===== src/rtl/bpred_pkg.sv =====
// rtl/bpred_pkg.sv - shared types, constants and slice helpers for the branch target buffer
// Entry fields are sized for the largest legal parameters (TAG_BITS 20, CTR_BITS 4,
// XLEN 64); users write and read only the low bits they need, so the rest stay zero.
package bpred_pkg;

    localparam int MAX_TAG_BITS = 20;
    localparam int MAX_CTR_BITS = 4;
    localparam int MAX_XLEN     = 64;

    typedef logic [MAX_CTR_BITS-1:0] ctr_t;

    typedef struct packed {
        logic                    valid;
        logic [MAX_TAG_BITS-1:0] tag;
        logic [MAX_XLEN-1:0]     target;
        ctr_t                    ctr;
    } btb_entry_t;

    typedef enum logic [1:0] {
        CTR_INC      = 2'd0,
        CTR_DEC      = 2'd1,
        CTR_SET_MAX  = 2'd2,
        CTR_SET_WEAK = 2'd3
    } ctr_op_e;

    // Counter constants for a counter of the given width.
    function automatic ctr_t ctr_max(input int bits);
        return ctr_t'((1 << bits) - 1);
    endfunction

    function automatic ctr_t ctr_weak_t(input int bits);
        return ctr_t'(1 << (bits - 1));
    endfunction

    function automatic ctr_t ctr_weak_nt(input int bits);
        return ctr_t'((1 << (bits - 1)) - 1);
    endfunction

    // Saturating step: never wraps past 0 or the width's maximum.
    function automatic ctr_t ctr_sat(input ctr_t ctr, input logic inc, input int bits);
        if (inc) begin
            return (ctr == ctr_max(bits)) ? ctr : ctr + ctr_t'(1);
        end
        return (ctr == '0) ? ctr : ctr - ctr_t'(1);
    endfunction

    // Index is pc[IDX_BITS+1:2]; word-aligned PCs, so bits [1:0] are skipped.
    function automatic logic [7:0] pc_index(input logic [MAX_XLEN-1:0] pc, input int idx_bits);
        return 8'((pc >> 2) & ((64'd1 << idx_bits) - 64'd1));
    endfunction

    // Tag is the TAG_BITS immediately above the index.
    function automatic logic [MAX_TAG_BITS-1:0] pc_tag(input logic [MAX_XLEN-1:0] pc,
                                                       input int idx_bits,
                                                       input int tag_bits);
        logic [MAX_TAG_BITS-1:0] raw;
        raw = MAX_TAG_BITS'(pc >> (idx_bits + 2));
        return raw & ((MAX_TAG_BITS'(1) << tag_bits) - MAX_TAG_BITS'(1));
    endfunction

endpackage


===== src/rtl/bpred_sat_ctr.sv =====
// rtl/bpred_sat_ctr.sv - next-value logic for one saturating direction counter
// Ports: ctr_cur (current value), op (inc/dec/set-max/set-weak-taken), ctr_next (result).
module bpred_sat_ctr
    import bpred_pkg::*;
#(
    parameter int CTR_BITS = 2
) (
    input  logic [CTR_BITS-1:0] ctr_cur,
    input  ctr_op_e             op,
    output logic [CTR_BITS-1:0] ctr_next
);

    ctr_t cur_ext;
    ctr_t nxt_ext;

    always_comb begin
        cur_ext = ctr_t'(ctr_cur);
        nxt_ext = cur_ext;
        unique case (op)
            CTR_INC:      nxt_ext = ctr_sat(cur_ext, 1'b1, CTR_BITS);
            CTR_DEC:      nxt_ext = ctr_sat(cur_ext, 1'b0, CTR_BITS);
            CTR_SET_MAX:  nxt_ext = ctr_max(CTR_BITS);
            CTR_SET_WEAK: nxt_ext = ctr_weak_t(CTR_BITS);
            default:      nxt_ext = cur_ext;
        endcase
        ctr_next = CTR_BITS'(nxt_ext);
    end

endmodule


===== src/rtl/bpred_btb.sv =====
// rtl/bpred_btb.sv - direct-mapped branch target buffer with saturating direction counters
// Ports: lookup_pc -> pred_hit/pred_taken/pred_target (combinational lookup);
//        upd_* resolved branch/jump write-back, one per cycle; flush_all clears valid bits;
//        perf_updates/perf_mispredicts free-running event counters.
module bpred_btb
    import bpred_pkg::*;
#(
    parameter int ENTRIES  = 16,
    parameter int TAG_BITS = 8,
    parameter int CTR_BITS = 2,
    parameter int XLEN     = 32
) (
    input  logic            clk,
    input  logic            reset,
    input  logic [XLEN-1:0] lookup_pc,
    output logic            pred_hit,
    output logic            pred_taken,
    output logic [XLEN-1:0] pred_target,
    input  logic            upd_valid,
    input  logic [XLEN-1:0] upd_pc,
    input  logic            upd_taken,
    input  logic            upd_is_jump,
    input  logic [XLEN-1:0] upd_target,
    input  logic            upd_pred_taken,
    input  logic [XLEN-1:0] upd_pred_target,
    input  logic            flush_all,
    output logic [31:0]     perf_updates,
    output logic [31:0]     perf_mispredicts
);

    localparam int IDX_BITS = $clog2(ENTRIES);
    localparam btb_entry_t RESET_ENTRY = '{
        valid:  1'b0,
        tag:    '0,
        target: '0,
        ctr:    ctr_weak_nt(CTR_BITS)
    };

    // Flops rather than SRAM so the whole table clears on asynchronous reset.
    btb_entry_t entries [ENTRIES];

    logic [IDX_BITS-1:0]     lk_idx;
    logic [MAX_TAG_BITS-1:0] lk_tag;
    logic [IDX_BITS-1:0]     upd_idx;
    logic [MAX_TAG_BITS-1:0] upd_tag;
    logic                    upd_hit;
    logic                    upd_write;
    logic                    mispredict;
    ctr_op_e                 ctr_op;
    logic [CTR_BITS-1:0]     ctr_next;
    btb_entry_t              upd_entry;

    // Lookup reads registered state only; a same-cycle update is not forwarded.
    always_comb begin
        lk_idx      = IDX_BITS'(pc_index(MAX_XLEN'(lookup_pc), IDX_BITS));
        lk_tag      = pc_tag(MAX_XLEN'(lookup_pc), IDX_BITS, TAG_BITS);
        pred_hit    = entries[lk_idx].valid && (entries[lk_idx].tag == lk_tag);
        pred_taken  = pred_hit && entries[lk_idx].ctr[CTR_BITS-1];
        pred_target = pred_hit ? XLEN'(entries[lk_idx].target) : '0;
    end

    always_comb begin
        upd_idx = IDX_BITS'(pc_index(MAX_XLEN'(upd_pc), IDX_BITS));
        upd_tag = pc_tag(MAX_XLEN'(upd_pc), IDX_BITS, TAG_BITS);
        upd_hit = entries[upd_idx].valid && (entries[upd_idx].tag == upd_tag);

        // A miss only allocates when taken; a jump always lands on max confidence.
        if (upd_is_jump) begin
            ctr_op = CTR_SET_MAX;
        end else if (!upd_hit) begin
            ctr_op = CTR_SET_WEAK;
        end else if (upd_taken) begin
            ctr_op = CTR_INC;
        end else begin
            ctr_op = CTR_DEC;
        end

        upd_write  = upd_valid && !flush_all && (upd_hit || upd_taken);
        mispredict = upd_valid && ((upd_taken != upd_pred_taken) ||
                                   (upd_taken && (upd_target != upd_pred_target)));
    end

    bpred_sat_ctr #(
        .CTR_BITS (CTR_BITS)
    ) u_sat_ctr (
        .ctr_cur  (entries[upd_idx].ctr[CTR_BITS-1:0]),
        .op       (ctr_op),
        .ctr_next (ctr_next)
    );

    always_comb begin
        upd_entry       = entries[upd_idx];
        upd_entry.valid = 1'b1;
        upd_entry.tag   = upd_tag;
        if (upd_is_jump || upd_taken) begin
            upd_entry.target = MAX_XLEN'(upd_target);
        end
        upd_entry.ctr = ctr_t'(ctr_next);
    end

    always_ff @(posedge clk or posedge reset) begin
        if (reset) begin
            for (int i = 0; i < ENTRIES; i++) begin
                entries[i] <= RESET_ENTRY;
            end
            perf_updates     <= '0;
            perf_mispredicts <= '0;
        end else begin
            // Flush beats a same-cycle write for entry state; counters and targets survive.
            if (flush_all) begin
                for (int i = 0; i < ENTRIES; i++) begin
                    entries[i].valid <= 1'b0;
                end
            end else if (upd_write) begin
                entries[upd_idx] <= upd_entry;
            end
            if (upd_valid) begin
                perf_updates <= perf_updates + 32'd1;
            end
            if (mispredict) begin
                perf_mispredicts <= perf_mispredicts + 32'd1;
            end
        end
    end

endmodule


===== config.mk =====
export PLATFORM = sky130hd
export DESIGN_NAME = bpred_btb
export DESIGN_NICKNAME = d
export VERILOG_FILES = /design/src/rtl/bpred_pkg.sv /design/src/rtl/bpred_sat_ctr.sv /design/src/rtl/bpred_btb.sv
export SDC_FILE = /design/constraint.sdc
export NUM_CORES = 2
export LEC_CHECK = 0
export ABC_AREA = 0
export CELL_PAD_IN_SITES_DETAIL_PLACEMENT = 0
export CELL_PAD_IN_SITES_GLOBAL_PLACEMENT = 2
export CORE_MARGIN = 3
export CORE_UTILIZATION = 49
export CTS_CLUSTER_SIZE = 12
export DETAILED_ROUTE_END_ITERATION = 8
export PLACE_DENSITY = 0.88
export RECOVER_POWER = 25
export SLEW_MARGIN = 40
export SYNTH_ARGS = -nofsm -noshare
export SYNTH_HDL_FRONTEND = slang
export SYNTH_SLANG_ARGS = --single-unit
export TNS_END_PERCENT = 30

===== constraint.sdc =====
create_clock -name clk -period 61.3 [get_ports clk]
set_input_delay 12.26 -clock clk [delete_from_list [all_inputs] [get_ports clk]]
set_output_delay 12.26 -clock clk [all_outputs]
set_load 0.05 [all_outputs]

==> metrics <==
Hold Path Class reg -> reg; GP Congestion 0.7926; Setup CP Type in -> out; FP Rows 104; CP Cell Sequence buf_8 > buf_4 > mux4_2 > nor2b_1 > a211oi_1 > a21oi_1 > xor2_1 > nor4_1 > nand3_2 > buf_4 > nor2b_1 > clkdlybuf4s50_1; Placement Cell Area 42760 um2; detailed router's first-iteration violation count 2040; synth warn 0; mux share of post-synthesis cell area 43.61%; Synth area leader dfrtp_1; Core Region 80680 um2; Req. time, crit path 49.04 ns; Final Hold Viols 0; vias in the first global route 26120; routed len/inst 29.26 um; final worst path period need 29.12 ns; Synth Instances 2475; Syn Area/Cell 16.14 um2; Simple-Gate Fraction of Synth Area 3.179%; Initial Util 49.52%; Seq cells post-synth 752; vias per cell 6.413; H-tree levels 3; xor/xnor share of the synthesized area 2.346%; chip height 291.5 um; DIE WIDTH 291.5 um; initial antenna violation count 5; Clock Tree Buf Depth 3; total grt overflow 0; Area Growth Syn to Fin 13.47%; share of post-route cells with drive strength above 1 48.49%; violated checks max-capacitance violations, max-slew violations; ys flop type dfrtp_1; Setup Skew 0.02442 ns; IO Port Bufs 192; PwrDens 29.18 nW/um2; clock-pin slew on the worst setup and hold paths 0.06 ns; top cell type's share of synthesized area 46.10%; MaxCap Viol Count 6; first drt pass iteration count 5; overall power 0.001323 W; Max stage delay on crit path 0.87 ns; Max Clock Freq 34.34 MHz; cts bufs inserted 82; adder-cell share of the synthesized area 0.1127%; final instance area 45330 um2; main combinational cell family by area after synthesis multiplexers; DP Wirelength 63650 um; post-synth cell types 45; status complete, but fails checks; setup_tns 0 ns; largest net degree at the start of global routing 137; clock sinks 752; Post-CTS Setup Bufs 0; Die Footprint 85000 um2; syn_nets 2612; most common cell after layout, fill and taps aside dfrtp_1; commonest non-fill, non-tap cells in the layout dfrtp_1 (736), mux2_2 (656), mux4_2 (409); post_cts resized 0; Post-Route Utilization 56.19%; EDFF count, synth 0; Ports 233; startpoint types input pin; hold_buf cts 0; Worst-Skew Late Latency 0.62 ns; # setup viols final 0; complex-gate fraction of the synthesized area 0.7548%; Slew HR -325.0%; CTS tree yes; DRT antenna net count 0; unrepaired setup endpoints after global routing no; P_leak 19.74 nW; CTS Root Buffer Type clkbuf_16; Peak VDD IR 21.52 uV; Slew @ Worst Pin 6.375 ns; via count 23820; Final #Nets 2727; ys async rst share 100.0%; WP data arrival 16.86 ns; endpoint class of the critical path output pin; period utilization 47.51%; drt drc 0; top cells by area, synth dfrtp_1 (46%), mux4_2 (23%), mux2_2 (18%), mux2_1 (1.5%), xor2_1 (1.3%); final slew viol count 465; Seq/Total Area, Yosys 47.15%; synthesized area 39950 um2; worst-path fanout max 61; Total GRT Usage 26.03%; WL final 108700 um; first-pass GRT wire length 166500 um; slowest CP cell clkdlybuf4s50_1
-- critical path, delay by kind of cell --
| kind | cells | cell delay, ns |
|---|---|---|
| compound gates | 2 | 0.36 |
| buf+inv | 4 | 2.44 |
| xor+xnor | 1 | 0.19 |
| simple gates | 4 | 0.88 |
| mux | 1 | 0.57 |
-- per-layer routing --
layer / up-vias / track usage (%) / share of wire, %
li1: 9756 / - / -
met1: 13010 / 35.30 / 41
met2: 826 / 42.13 / 49
met3: 223 / 5.545 / 7.1
met4: 4 / 9.048 / 3.2
met5: - / 0 / 0.025
-- per-stage QoR --
step | hold slack (ns) | std cells | setup slack [ns]
after floorplan | 0.4646 | 2475 | 27.96
after global placement | 0.4635 | 3558 | 31.83
after detailed placement | 0.4778 | 3565 | 32.15
after CTS | 0.4892 | 3711 | 32.12
after global routing | 0.5076 | 3712 | 31.96
final | 0.4771 | 3714 | 32.18
-- power breakdown --
group	switching [W]	internal, W
clock network	0.000202	0.000288
registers	0.0000447	0.000558
logic	0.000102	0.000129
total	0.000348	0.000975
-- path summary, 6_finish.rpt --
path | start | depth (start not counted) | slack, ns | to
worst min-delay path | perf_mispredicts[31]$_DFFE_PP0P_ | 1 | 0.48 | perf_mispredicts[31]$_DFFE_PP0P_
worst max register to register | entries[74]$_DFFE_PP0P_ | 11 | 56.63 | entries[1095]$_DFFE_PP0P_
min in group asynchronous | reset | 2 | 14.05 | perf_mispredicts[5]$_DFFE_PP0P_
worst max-delay path | lookup_pc[2] | 12 | 32.18 | pred_target[31]
max in group asynchronous | reset | 4 | 40.04 | entries[275]$_DFFE_PP0P_
worst min register to register | perf_mispredicts[31]$_DFFE_PP0P_ | 1 | 0.48 | perf_mispredicts[31]$_DFFE_PP0P_
-- state kept, by name, summed over array words and instances, names as in the netlist --
signal and count:
entries 688, perf_mispredicts 32, perf_updates 32
-- cell families after synthesis --
group	count (synthesis)
buffers and inverters	230
adders and majority gates	4
muxes	1141
xor gates and xnor gates	107
and+or+nand+nor	201
DFF	752
AOI/OAI and AO/OA	40
-- final cells by class --
cell class                      count  area (um2)
Clock inverter                     20       183.9
Inverter                            9       35.03
Tap cell                         1060        1326
Timing Repair Buffer              252        2459
Multi-Input combinational cell   1493       20030
Fill cell                        6309       35350
Antenna cell                        2       5.005
Clock buffer                      126        2454
Sequential cell                   752       18840
-- cells in the mapped netlist, types with 3 or more instances --
master / number
a21o_1: 17
nor2b_1: 46
a211oi_1: 3
nand3_1: 28
buf_1: 29
mux2i_1: 24
and2_1: 5
nand2b_1: 3
buf_2: 52
a22oi_1: 6
mux4_2: 409
xor2_1: 58
xnor2_1: 49
or4_1: 3
inv_1: 9
dfstp_2: 16
nor4_4: 4
buf_4: 21
clkbuf_1: 102
mux2_1: 52
and4_1: 5
nand2_1: 32
nor3_1: 5
buf_6: 17
nor3_4: 10
a21oi_1: 3
and3_1: 10
nor2_1: 21
dfrtp_1: 736
nand4_1: 15
nor4_1: 10
mux2_2: 656
No activity file was read; power rests on OpenSTA's default activity.
==> RTL edit 1 (same flow settings) <==
Set the package constant `MAX_XLEN` to 128 (it was 64).
--- a/src/rtl/bpred_pkg.sv
+++ b/src/rtl/bpred_pkg.sv
@@ -5,7 +5,7 @@
 
     localparam int MAX_TAG_BITS = 20;
     localparam int MAX_CTR_BITS = 4;
-    localparam int MAX_XLEN     = 64;
+    localparam int MAX_XLEN     = 128;
 
     typedef logic [MAX_CTR_BITS-1:0] ctr_t;
 
Check against the original RTL: not settled (the Yosys comparison gave no result); the edit may change what the design does.
==> RTL edit 1 against the unedited design <==
  * The run still ends with max-capacitance violations, max-slew violations left
  * Sequential power about the same
  * Wire length grew 1.5%
  * Sequential cell count is the same
  * Critical path depth unchanged
  * Die area is 0.64% higher
  * Hold slack worse by 0.015 ns
  * Design area is essentially flat
  * Synthesized area up 0.66%
  * Via count increased by 0.71%
  * Setup slack lost 0.29 ns
  * Count of clock-buffer cells in the layout did not move
  * Register-to-register slack lost 0.10 ns
  * Total power about the same
==> RTL edit 1: results (changes against the unedited design) <==
Job
  – Total of max-cap violations: 5 (was 6)

Run status
  – Outcome: finished, violations left (unchanged)
  – Violated checks: max-capacitance violations, max-slew violations (unchanged)

GRT
  – Largest net degree at the start of global routing: 134 (was 137)
  – Vias in the first global route: 26400 (was 26100)
  – Initial antenna violation count: 6 (was 5)
  – First-pass GRT wire length: 168000 um (was 166000 um)
  – Gr usage total: 26.3% (was 26.0%)

Worst setup path
  – Critical path fanouts, max: 53 (was 61)
  – WP data arrival: 17.15 ns (was 16.86 ns)
  – R2R depth: 10 (was 11)
  – R2r setup slk: 56.53 ns (was 56.63 ns)
  – RR Endpoint: entries[1055] (was entries[1095])
  – R2r startpoint: entries[744] (was entries[74])

Synth
  – Mean Syn Cell Area: 15.9 um2 (was 16.1 um2)
  – Top post-synthesis cells by count: 736 x dfrtp_1, 439 x mux2_2, 406 x mux4_2 (was 736 x dfrtp_1, 656 x mux2_2, 409 x mux4_2)
  – Sequential area share after synthesis: 46.8% (was 47.2%)
  – Post-synth cell types: 49 (was 45)
  – Synth Net Count: 2662 (was 2612)
  – Synth top area cells: dfrtp_1 46%, mux4_2 23%, mux2_2 12% (was dfrtp_1 46%, mux4_2 23%, mux2_2 18%)

Layout
  – # fillers: 6330 (was 6309)
  – Post-Layout Cell Count: 3727 (was 3714)
  – Share of layout cells above drive strength 1: 39.3% (was 48.5%)

Place
  – DP HPWL: 64900 um (was 63600 um)
  – Post-placement cell count: 3582 (was 3565)
  – RD Place Congestion: 0.774 (was 0.793)

CTS
  – CTS buffer count: 83 (was 82)
  – Clk Latency, worst-skew pair: 0.63 ns
  – Post-CTS Setup Bufs: 0 (unchanged)

Detailed routing
  – Vias per inst: 6.44 (was 6.41)
  – Initial DRC count: 1717 (was 2040)
  – WL per Instance: 29.6 um (was 29.3 um)

Timing
  – Measured slew at the worst slew-check pin: 5.91 ns (was 6.37 ns)
  – Fin. max-slew vios: 343 (was 465)
  – Worst Skew: 0.0311 ns (was 0.0244 ns)
  – Final setup margin: 31.89 ns (was 32.18 ns)

Power
  – Sw Pwr: 348 uW (about the same)
  – Worst vdd ir: 0.0000204 V (was 0.0000215 V)
  – LEAKAGE: 0.0202 uW (was 0.0197 uW)

Hold path
  – Cell count of the worst hold path: 1 (unchanged)
-- RTL edit 1: cell count changes after synthesis, sizes merged, moves of 5 or more --
cell	before	now
nor4	14	8
inv	9	14
nand4	15	20
xor2	58	51
nor2b	46	8
nor2	21	34
mux2i	24	36
buf	119	138
xnor2	49	54
o21ai	1	7
and3	10	54
nor3	17	5
and4	5	11
or3	0	5
-- RTL edit 1: final cells by class --
type	count	share of cell area [%]
timing repair buffer	238	5.38
multi-input combinational	1521	44.3
clock inverter	15	0.458
tap	1060	2.92
sequential	752	41.5
antenna	1	0.00552
inverter	14	0.119
clock buffer	126	5.34
-- RTL edit 1: kinds of logic after synthesis --
group	share of synthesized area, %
AOI/OAI and AO/OA	0.896
xor gates and xnor gates	2.29
DFF	46.8
muxes	43.4
buffers and inverters	3.48
and+or+nand+nor	2.98
adders and majority gates	0.112
-- RTL edit 1: how the worst min path moves through the flow --
stage	slack [ns]	to
final	0.46	perf_mispredicts[31]
after global routing	0.48	perf_updates[31]
after CTS	0.47	perf_updates[31]
after detailed placement	0.46	perf_updates[31]
after global placement	0.46	perf_mispredicts[31]
after floorplan	0.46	entries[1529]
-- RTL edit 1: worst max-delay path, stage by stage --
cell,delay [ns]
clkbuf_8,0.26
buf_6,0.59
buf_6,0.63
mux4_2,0.58
nor2b_1,0.14
a211oi_1,0.38
a21oi_1,0.12
xor2_1,0.18
nor4_2,0.21
buf_4,0.50
and3_1,0.38
clkdlybuf4s50_1,0.86
-- RTL edit 1: routing by layer --
layer / wire length, um / global-route usage, %
met1: 43700 / 34.7
met2: 53200 / 42.3
met3: 8800 / 6.60
met4: 4470 / 9.82
met5: 35 / 0
-- RTL edit 1: power by group through the flow --
| stage | logic [uW] | registers, uW | clock network, uW |
|---|---|---|---|
| 2_1_floorplan | 158 | 611 | 0 |
| 3_3_place_gp | 221 | 603 | 0 |
| 3_5_place_dp | 230 | 611 | 0 |
| 4_1_cts | 231 | 603 | 501 |
| 5_1_grt | 245 | 611 | 521 |
| 6_report | 228 | 603 | 491 |
-- RTL edit 1: stage by stage --
step / hold slack (ns) / area (um2)
global placement: 0.461 / 42500
CTS: 0.473 / 45300
detailed placement: 0.464 / 42700
finish: 0.462 / 45400
floorplan: 0.461 / 40200
global route: 0.482 / 45400
==> RTL edit 2 (same flow settings) <==
Made on the original files. Reset style: synchronous (`reset`), changed in one clocked block. Comments in the files are not updated.
--- a/src/rtl/bpred_btb.sv
+++ b/src/rtl/bpred_btb.sv
@@ -98,7 +98,7 @@
         upd_entry.ctr = ctr_t'(ctr_next);
     end
 
-    always_ff @(posedge clk or posedge reset) begin
+    always_ff @(posedge clk) begin
         if (reset) begin
             for (int i = 0; i < ENTRIES; i++) begin
                 entries[i] <= RESET_ENTRY;
Function: not settled (the Yosys comparison gave no result); the edit may change what the design does.
==> RTL edit 2 against the unedited design <==
  * The flow still finishes with violations (max-capacitance violations, max-slew violations)
  * Critical path depth is 2 lower
  * Via count increased by 14%
  * Count of clock-buffer cells in the layout decreased by 12
  * Sequential cell count unchanged
  * Wire length increased by 17%
  * Design area decreased by 0.70%
  * Synthesized area shrank 1.0%
  * Setup slack improved by 0.12 ns
  * Total power is 8.8% lower
  * Critical path type unchanged
  * Critical endpoint is now pred_target[29]
  * Largest cell class is now flip-flops and latches
==> RTL edit 2: results (changes against the unedited design) <==
Timing
  – Relative slew slack: -306% (was -325%)
  – Fin. max-slew vios: 290 (was 465)
  – Hold WS: 0.475 ns (was 0.477 ns)
  – Worst Skew: 0.0316 ns (was 0.0244 ns)

Worst setup path
  – R2r startpoint: entries[10][68] (was entries[74])
  – R2R depth: 8 (was 11)
  – Setup crit start: lookup_pc[3] (was lookup_pc[2])
  – RR Endpoint: entries[3][71] (was entries[1095])
  – R2r setup slk: 54.19 ns (was 56.63 ns)
  – WP data arrival: 16.74 ns (was 16.86 ns)

Synth
  – Sequential area share after synthesis: 55.1% (was 47.2%)
  – Main synth FF type: edfxtp_1 (was dfrtp_1)
  – Compound-Gate Fraction of Synth Area: 2.07% (was 0.755%)
  – Post-Synthesis Cells: 2738 (was 2475)
  – Synth Area in Adders: 0.0886% (was 0.113%)

Hold path
  – Worst hold start: perf_mispredicts[31] (unchanged)

Job
  – Total of max-cap violations: 11 (was 6)

Layout
  – ANT cells: 0 (was 2)
  – Share of layout cells above drive strength 1: 23.3% (was 48.5%)

Detailed routing
  – WL per Instance: 32.7 um (was 29.3 um)
  – Initial DRC count: 3495 (was 2040)
  – Pre-antenna DRT Iters: 6 (was 5)

Run status
  – Violated checks: max-capacitance violations, max-slew violations (unchanged)
  – Outcome: finished, violations left (unchanged)

CTS
  – Clk Latency, worst-skew pair: 0.64 ns (was 0.62 ns)

Place
  – Setup WS pre-CTS: 32.28 ns (was 32.15 ns)
  – RD Place Congestion: 0.797 (was 0.793)

Power
  – Worst vdd ir: 0.0000182 V (was 0.0000215 V)
  – Clk. pwr: 479 uW (was 489 uW)

GRT
  – Largest net degree at the start of global routing: 107 (was 137)
  – Vias in the first global route: 27600 (was 26100)
==> RTL edit 2: changes by cell type in the layout (fill, tap and decap cells not counted), sizes merged, moves of 41 or more <==
cell / unedited run / this run
clkdlybuf4s50: 182 / 117
nand2: 32 / 73
mux2: 708 / 14
nor3: 17 / 665
edfxtp: 0 / 672
dfrtp: 736 / 0
dfxtp: 0 / 80
dlygate4sd3: 2 / 66
==> RTL edit 2: critical path, cell delays in order <==
cell	delay [ns]
buf_6	0.28
buf_4	0.69
mux4_2	0.42
mux4_2	0.51
xnor2_1	0.35
nand4_1	0.28
nor4_4	0.19
buf_4	0.49
and3_1	0.27
clkdlybuf4s50_1	0.91
==> RTL edit 2: cell type report <==
cell class	count	area, um2
Clock buffer	114	2280
Clock inverter	35	283
Fill cell	6206	34500
Inverter	10	37.5
Multi-Input combinational cell	1661	16700
Sequential cell	752	21800
Tap cell	1050	1310
Timing Repair Buffer	272	2630
